File: src/rtl/calc_seq_if.sv
// Operand/result bus for calc_seq: start/busy/done handshake, operands,
// result word and status flags. master = requester, slave = calc_seq.
interface calc_seq_if #(
  parameter int n = 4
);
  logic           start;
  logic [1:0]     op;
  logic [n-1:0]   a;
  logic [n-1:0]   b;
  logic           busy;
  logic           done;
  logic [2*n-1:0] s;
  logic           cout;
  logic           ovf;
  logic           zero;
  logic           dbz;

  modport master (
    output start, op, a, b,
    input  busy, done, s, cout, ovf, zero, dbz
  );

  modport slave (
    input  start, op, a, b,
    output busy, done, s, cout, ovf, zero, dbz
  );
endinterface

File: src/rtl/calc_seq.sv
// calc_seq: sequential add/sub/mul/div on two n-bit unsigned operands.
// add/sub and divide-by-zero complete at the accepting edge; mul (shift-add)
// and div (restoring) iterate n cycles in RUN.
// Optional macro CALC_SAT_EN: add/sub saturate instead of wrapping.
module calc_seq #(
  parameter int n = 4
) (
  input logic        clk,
  input logic        rst_n,
  calc_seq_if.slave  bus
);

  localparam int CW = $clog2(n + 1);

  typedef enum logic {
    IDLE,
    RUN
  } state_t;

  state_t         r_state;
  state_t         w_state_nxt;
  logic [CW-1:0]  r_cnt;
  logic           r_op_div;
  logic [n-1:0]   r_hi;
  logic [n-1:0]   r_lo;
  logic [n-1:0]   r_b;

  logic [2*n-1:0] r_s;
  logic           r_cout;
  logic           r_ovf;
  logic           r_zero;
  logic           r_dbz;
  logic           r_done;

  logic           w_accept;
  logic           w_is_sub;
  logic           w_is_dbz;
  logic           w_last;
  logic [n-1:0]   w_b_eff;
  logic [n:0]     w_as;
  logic           w_as_ovf;
  logic [n-1:0]   w_as_res;
  logic [n:0]     w_madd;
  logic [n:0]     w_trial;
  logic [n-1:0]   w_it_hi;
  logic [n-1:0]   w_it_lo;

  assign w_accept = bus.start && (r_state == IDLE);
  assign w_is_sub = (bus.op == 2'b01);
  assign w_is_dbz = (bus.op == 2'b11) && (bus.b == '0);
  assign w_last   = (r_cnt == CW'(1));

  // add/sub share one adder: sub is a + ~b + 1
  always_comb begin
    w_b_eff  = w_is_sub ? ~bus.b : bus.b;
    w_as     = {1'b0, bus.a} + {1'b0, w_b_eff} + {{n{1'b0}}, w_is_sub};
    w_as_ovf = (bus.a[n-1] == w_b_eff[n-1]) && (w_as[n-1] != bus.a[n-1]);
    w_as_res = w_as[n-1:0];
`ifdef CALC_SAT_EN
    // carry out on add means overflow past all-ones; no carry on sub means a < b
    if (!w_is_sub && w_as[n]) w_as_res = '1;
    if (w_is_sub && !w_as[n]) w_as_res = '0;
`endif
  end

  // one mul or div iteration on {r_hi, r_lo}
  always_comb begin
    // mul: r_b = multiplicand, r_lo = multiplier shifting out LSB-first
    w_madd  = {1'b0, r_hi} + (r_lo[0] ? {1'b0, r_b} : '0);
    // div: r_hi = partial remainder, r_lo = dividend shifting into quotient
    w_trial = {r_hi, r_lo[n-1]} - {1'b0, r_b};
    if (!r_op_div) begin
      w_it_hi = w_madd[n:1];
      w_it_lo = {w_madd[0], r_lo[n-1:1]};
    end else if (!w_trial[n]) begin
      w_it_hi = w_trial[n-1:0];
      w_it_lo = {r_lo[n-2:0], 1'b1};
    end else begin
      w_it_hi = {r_hi[n-2:0], r_lo[n-1]};
      w_it_lo = {r_lo[n-2:0], 1'b0};
    end
  end

  // FSM state register
  always_ff @(posedge clk or negedge rst_n) begin
    if (!rst_n) r_state <= IDLE;
    else        r_state <= w_state_nxt;
  end

  // FSM next state: only mul and non-zero div enter RUN
  always_comb begin
    w_state_nxt = r_state;
    case (r_state)
      IDLE: if (w_accept && bus.op[1] && !w_is_dbz) w_state_nxt = RUN;
      RUN:  if (w_last) w_state_nxt = IDLE;
      default: w_state_nxt = IDLE;
    endcase
  end

  // datapath, iteration counter and result/flag registers
  always_ff @(posedge clk or negedge rst_n) begin
    if (!rst_n) begin
      r_cnt    <= '0;
      r_op_div <= 1'b0;
      r_hi     <= '0;
      r_lo     <= '0;
      r_b      <= '0;
      r_s      <= '0;
      r_cout   <= 1'b0;
      r_ovf    <= 1'b0;
      r_zero   <= 1'b0;
      r_dbz    <= 1'b0;
      r_done   <= 1'b0;
    end else begin
      r_done <= 1'b0;
      if (w_accept) begin
        if (!bus.op[1]) begin
          r_s    <= {{n{1'b0}}, w_as_res};
          r_cout <= w_as[n];
          r_ovf  <= w_as_ovf;
          r_zero <= (w_as_res == '0);
          r_dbz  <= 1'b0;
          r_done <= 1'b1;
        end else if (w_is_dbz) begin
          r_s    <= {bus.a, {n{1'b1}}};
          r_cout <= 1'b0;
          r_ovf  <= 1'b0;
          r_zero <= 1'b0;
          r_dbz  <= 1'b1;
          r_done <= 1'b1;
        end else begin
          r_op_div <= bus.op[0];
          r_cnt    <= CW'(n);
          r_hi     <= '0;
          r_lo     <= bus.op[0] ? bus.a : bus.b;
          r_b      <= bus.op[0] ? bus.b : bus.a;
        end
      end else if (r_state == RUN) begin
        r_hi  <= w_it_hi;
        r_lo  <= w_it_lo;
        r_cnt <= r_cnt - CW'(1);
        if (w_last) begin
          r_s    <= {w_it_hi, w_it_lo};
          r_cout <= 1'b0;
          r_ovf  <= !r_op_div && (w_it_hi != '0);
          r_zero <= ({w_it_hi, w_it_lo} == '0);
          r_dbz  <= 1'b0;
          r_done <= 1'b1;
        end
      end
    end
  end

  assign bus.busy = (r_state == RUN);
  assign bus.done = r_done;
  assign bus.s    = r_s;
  assign bus.cout = r_cout;
  assign bus.ovf  = r_ovf;
  assign bus.zero = r_zero;
  assign bus.dbz  = r_dbz;

endmodule

File: src/flat_wrapper.sv
// flat-port wrapper written by rule: the top's interface ports become plain ports
module calc_seq_flat 
#(
  parameter int n = 4
)
  (clk, rst_n, bus_start, bus_op, bus_a, bus_b, bus_busy, bus_done, bus_s, bus_cout, bus_ovf, bus_zero, bus_dbz);
  calc_seq_if #(.n(n)) bus_i ();
  input logic clk;
  input logic rst_n;
  input wire logic [$bits(bus_i.start)-1:0] bus_start;
  input wire logic [$bits(bus_i.op)-1:0] bus_op;
  input wire logic [$bits(bus_i.a)-1:0] bus_a;
  input wire logic [$bits(bus_i.b)-1:0] bus_b;
  output wire logic [$bits(bus_i.busy)-1:0] bus_busy;
  output wire logic [$bits(bus_i.done)-1:0] bus_done;
  output wire logic [$bits(bus_i.s)-1:0] bus_s;
  output wire logic [$bits(bus_i.cout)-1:0] bus_cout;
  output wire logic [$bits(bus_i.ovf)-1:0] bus_ovf;
  output wire logic [$bits(bus_i.zero)-1:0] bus_zero;
  output wire logic [$bits(bus_i.dbz)-1:0] bus_dbz;
  assign bus_i.start = bus_start;
  assign bus_i.op = bus_op;
  assign bus_i.a = bus_a;
  assign bus_i.b = bus_b;
  assign bus_busy = bus_i.busy;
  assign bus_done = bus_i.done;
  assign bus_s = bus_i.s;
  assign bus_cout = bus_i.cout;
  assign bus_ovf = bus_i.ovf;
  assign bus_zero = bus_i.zero;
  assign bus_dbz = bus_i.dbz;
  calc_seq #(.n(n)) u_core (.clk(clk), .rst_n(rst_n), .bus(bus_i));
endmodule
File: config.mk
export PLATFORM = sky130hd
export DESIGN_NAME = calc_seq_flat
export DESIGN_NICKNAME = d
export VERILOG_FILES = /design/src/rtl/calc_seq_if.sv /design/src/rtl/calc_seq.sv /design/src/flat_wrapper.sv
export SDC_FILE = /design/constraint.sdc
export NUM_CORES = 1
export LEC_CHECK = 0
export CAP_MARGIN = 20
export CORE_ASPECT_RATIO = 0.5
export CORE_MARGIN = 2
export CORE_UTILIZATION = 55
export DETAILED_ROUTE_END_ITERATION = 8
export GPL_TIMING_DRIVEN = 0
export PLACE_DENSITY = 0.83
export SYNTH_ARGS = -nofsm -noshare
export SYNTH_HDL_FRONTEND = slang
export SYNTH_SLANG_ARGS = --single-unit
export TNS_END_PERCENT = 50
File: constraint.sdc
create_clock -name clk -period 6 [get_ports clk]
set_clock_uncertainty 0.2 [all_clocks]
set_input_delay 1.2 -clock clk [delete_from_list [all_inputs] [get_ports clk]]
set_output_delay 1.2 -clock clk [all_outputs]
set_load 0.1 [all_outputs]
# After elaboration in Yosys (flattened, before gate mapping)
# Index checks and enable logic that the tools add are counted.
dict set report op_classes {
  n_addsub 5
  eq_ne 8
  mux 49
  bitwise_logic 3
  reduce_logical 17
}
# cell n
set op_table {}
lappend op_table {{two-way mux 4 bit} 15}
lappend op_table {{two-way mux 8 bit} 5}
lappend op_table {{two-way mux 1 bit} 24}
lappend op_table {{two-way mux 3 bit} 4}
lappend op_table {{AND reduction 3 bit} 3}
lappend op_table {{logical NOT 4 bit} 2}
lappend op_table {{logical NOT 8 bit} 1}
lappend op_table {{logical AND 1 bit} 6}
lappend op_table {{adder 4 x 4 -> 5 bit} 1}
lappend op_table {{adder 4 x 5 -> 5 bit} 1}
lappend op_table {{adder 5 x 1 -> 5 bit} 1}
lappend op_table {{subtractor 5 x 4 -> 5 bit} 1}
lappend op_table {{inequality test 2 bit (second input constant)} 2}
lappend op_table {{inverter 4 bit} 1}
lappend op_table {{nonzero test 2 bit} 2}
lappend op_table {{nonzero test 4 bit} 1}
lappend op_table {{== test 3 x 1 -> 1 bit (second input constant)} 1}
lappend op_table {{inequality test 3 bit (second input constant)} 1}
lappend op_table {{subtractor 3 x 1 -> 3 bit (second input constant)} 1}
lappend op_table {{== test 2 x 1 -> 1 bit (second input constant)} 1}
lappend op_table {{== test 2 bit (second input constant)} 1}
lappend op_table {{logical NOT 1 bit} 2}
lappend op_table {{inverter 1 bit} 2}
lappend op_table {{one-hot mux 1 bit (2 select lines)} 1}
lappend op_table {{2 further kinds} 2}
dict set report word_totals {
  regBits 30
  in_bits 13
  elab_cells 94
}

# Longest topological paths before layout
dict set report depth {
  word_depth 8
  ltp_mapped 10
  depth_no_buf 10
}

# Least setup slack after synthesis
# Ideal clock, no wire load.
dict set report synth_timing {
  kind {input -> register}
  startpoint {in bus_op[1]}
  endpoint {reg u_core.r_zero, in the netlist u_core.bus.zero}
  arrival_time_ps 2784
  t_required_ps 5731
  slack_ps 2947
  stages 8
  n_path_buf 0
  cell_sequence {nand2b_1 > xnor2_1 > ha_1 > a21o_1 > a21oi_2 > xor2_1 > nor4b_1 > a221o_1}
}
dict set report synth_between {
  elab_chain_cells 7
  elab_cells_between_ends 11
  classes_between {add/sub: 2; eq/ne: 3; mux: 3; reduce/logical: 3}
}
# element line_no
set synth_rtl {}
lappend synth_rtl {{start: declaration} flat_wrapper.sv:11} ;# input wire logic [$bits(bus_i.op)-1:0] bus_op;
lappend synth_rtl {{== test 2 x 1 -> 1 bit} calc_seq.sv:49} ;# assign w_is_sub = (bus.op == 2'b01);
lappend synth_rtl {{two-way mux 4 bit} calc_seq.sv:55} ;# w_b_eff = w_is_sub ? ~bus.b : bus.b;
lappend synth_rtl {{adder 4 x 4 -> 5 bit} calc_seq.sv:56} ;# w_as = {1'b0, bus.a} + {1'b0, w_b_eff} + {{n{1'b0}}, w_is_sub};
lappend synth_rtl {{adder 5 x 1 -> 5 bit} calc_seq.sv:56}
lappend synth_rtl {{logical NOT 4 bit} calc_seq.sv:121} ;# r_zero <= (w_as_res == '0);
lappend synth_rtl {{two-way mux 1 bit} calc_seq.sv:117} ;# if (!bus.op[1]) begin
lappend synth_rtl {{two-way mux 1 bit} calc_seq.sv:116} ;# if (w_accept) begin
lappend synth_rtl {{end signal: assignment} calc_seq.sv:121}
lappend synth_rtl {{end signal: assignment} calc_seq.sv:146} ;# r_zero <= ({w_it_hi, w_it_lo} == '0);
lappend synth_rtl {{end: declaration} calc_seq.sv:31} ;# logic r_zero;
# Several ways; a longest one is shown, not always the timed one.
# A chain may end at the register's enable or synchronous reset.

# Worst setup path in the final report
# Ends and elaborated chain as after synthesis.

==> reports/metrics.csv <==
stage,metric,value,unit
cells_and_area,utilization,70.3,%
synthesis,synth.distinct_cells,41,
synthesis,synth_top_area_cell,dfrtp_1,
place,io_buffers,26,
synthesis,synth_mux_area_share,8.88,%
grt,grt_use_met3,5.56,%
synthesis,ys_seq_area_share,37.8,%
synthesis,synth-xor-area-share,6.11,%
setup_path,rr_startpoint,u_core.r_lo[3],
clocking,tritoncts,built,
clocking,clk_pin_slew,0.06,ns
synthesis,synthAdderAreaFrac,11.2,%
detailed_routing,vias_per_cell,5.72,
setup_path,reg2regPathDepth,10,
timing,max_slew_margin,34.8,%
setup_path,cp-end-kind,register,
detailed_routing,ant_nets,0,
grt,use_met1,34.7,%
clocking,clock_sinks,30,
timing,max_slew.worst_pin.slew,0.975,ns
grt,antenna_found_initial,0,
clocking,htreeDepth,2,
timing,finalCritPeriodShare,61.6,%
cells_and_area,nets,270,
setup_path,arrival,3.71,ns
timing,finalMaxSlewViolations,0,
floorplan,start_util,57.5,%
clocking,cts_buffers,5,
clocking,postCtsSetupBuffers,0,
grt,grt_pass1_wl,7.63,mm
timing,setup_viol,0,
synthesis,synth_common_cells,"30 x dfrtp_1, 24 x nand2_1, 17 x nor2_1",
grt,met2_usage,41.8,%
clocking,cts_hold_buffers,0,
synthesis,async_flop_share,100,%
floorplan,fp-row-count,15,
grt,grt_pass1_vias,1620,
cells_and_area,drive_gt1_share,9.50,%
synthesis,ys.flop_type,dfrtp_1,
cells_and_area,stdcell_area,2430,sq um
timing,rsz0062_at_grt,false,
synthesis,synth_compound_area_share,17.8,%
setup_path,crit_end,u_core.bus.zero,
timing,fmax,0.270,GHz
floorplan,coreArea,3450,sq um
setup_path,r2r_slack,2.79,ns
grt,grt_usage,25.8,%
synthesis,synth_nets,236,
synthesis,synth-simple-area-share,14.9,%
synthesis,synth_area_per_cell,9.59,sq um
detailed_routing,drt_iter0_markers,157,
clocking,clockBufferDepth,2,
clocking,cts_resized,0,
place,gp_congestion,0.848,
setup_path,r2r_end,u_core.bus.ovf,
floorplan,die_height,46.5,microns
timing,totalNegativeSetupSlack,0,ns
synthesis,synth_cells,207,
grt,busiest_layer,met2,
grt,grt_start_max_net_pins,21,
synthesis,yosys_warnings,0,
grt,grt.overflow.total,0,
detailed_routing,drc,0,
cells_and_area,n_antenna_cell,0,
clocking,cts-root-buf,clkbuf_8,
cells_and_area,syn_to_final_growth,22.3,%
setup_path,startpoint_type,primary input,
synthesis,yosysMostFrequentCell,dfrtp_1,
detailed_routing,firstDrtPassIters,5,
synthesis,synth_top_family_by_area,compound AO/OA/AOI/OAI gates,
setup_path,critical_path.startpoint,bus_op[1],
synthesis,synthesis.area,1990,sq um
setup_path,worstSetupPathType,primary input to register,
place,hpwlAfterDp,3.62,mm
floorplan,dieArea,4140,sq um
floorplan,dieWidth,89.0,microns
detailed_routing,routedWlPerCell,16.3,microns
setup_path,worstPathMaxFanout,7,
floorplan,ios,27,
timing,finalHoldViolCount,0,
synthesis,synth-edff-count,0,
synthesis,synth-seq-cells,30,
setup_path,required,6.01,ns
timing,timing.final.crit_period,3.70,ns
status,outcome,completed,
synthesis,synth_area_leaders,"dfrtp_1 38%, ha_1 8.2%, mux2i_1 6.0%, nand2_1 4.5%, nor2_1 3.2%",
job,maxCapViolations,0,
clocking,clk_latency,0.28,ns
worst_hold_path,hold_class,register to register,
detailed_routing,drt_wl_total,4.77,mm
place,dpl_cell_area,2340,sq um
detailed_routing,via_count,1675,
synthesis,synth_top_area_share,37.8,%
[critical path: stages]
cell and delay (ns):
clkdlybuf4s50_1 0.51, nand2b_1 0.29, xnor2_1 0.35, ha_1 0.30, a21o_1 0.17, a21oi_2 0.19, xor2_1 0.22, nor4b_1 0.31
a221o_1 0.17
[cells in the final DEF, fill, tap and decap left out, types with 6 or more instances in the layout]
| master | instances |
|---|---|
| a21o_1 | 7 |
| nor2_1 | 17 |
| o21ai_1 | 10 |
| nand2_1 | 24 |
| dfrtp_1 | 30 |
| xnor2_1 | 7 |
| clkdlybuf4s50_1 | 26 |
| inv_1 | 8 |
| a21oi_1 | 12 |
| clkbuf_8 | 6 |
| ha_1 | 13 |
| mux2i_1 | 12 |
| o21ai_0 | 8 |
[sequential cells by signal (all words and copies together) (netlist names), 3 cells and up]
name / count
u_core.r_hi: 4
u_core.r_b: 4
u_core.r_cnt: 3
u_core.r_lo: 4
u_core.bus.s: 8
[worst min path at each step]
stage,start,end,slack (ns),cells past startpoint
CTS,u_core.bus.s[3],u_core.bus.s[3],0.30,1
detailed placement,u_core.bus.s[3],u_core.bus.s[3],0.28,1
global placement,u_core.bus.s[3],u_core.bus.s[3],0.26,1
global route,u_core.bus.s[6],u_core.bus.s[6],0.33,2
finish,u_core.bus.s[6],u_core.bus.s[6],0.29,2
floorplan,u_core.r_cnt[1],u_core.r_cnt[1],0.26,2
[cells by family (layout without fill, tap and decap cells)]
group / after synthesis / in the layout
AOI/OAI and AO/OA: 55 / 55
DFF: 30 / 30
and+or+nand+nor: 62 / 62
muxes: 17 / 17
xor gates and xnor gates: 13 / 13
buffers and inverters: 14 / 49
adders and majority gates: 16 / 16
[per-stage QoR]
| step | instances | worst slack [ns] | hold WS (ns) |
|---|---|---|---|
| final | 293 | 2.30 | 0.293 |
| after global placement | 284 | 2.15 | 0.259 |
| after floorplan | 207 | 2.95 | 0.256 |
| after CTS | 293 | 2.37 | 0.297 |
| after detailed placement | 285 | 2.13 | 0.284 |
| after global routing | 293 | 2.15 | 0.327 |
[per-layer routing]
metal  wire [microns]  vias to the layer above
met3              387                        8
met1             2090                      791
met4               65                        0
li1                 -                      792
met2             2230                       84
met5                0                        -
[cell type report]
class | instances | area [sq um]
Inverter | 9 | 33.8
Clock buffer | 7 | 86.3
Clock inverter | 1 | 5.00
Sequential cell | 30 | 751
Timing Repair Buffer | 27 | 288
Multi-Input combinational cell | 163 | 1170
Buffer | 5 | 30.0
Tap cell | 51 | 63.8
Fill cell | 259 | 1020
Power is not shown: default switching activity piles up to over one toggle a cycle in this logic, so the estimate is an artifact.
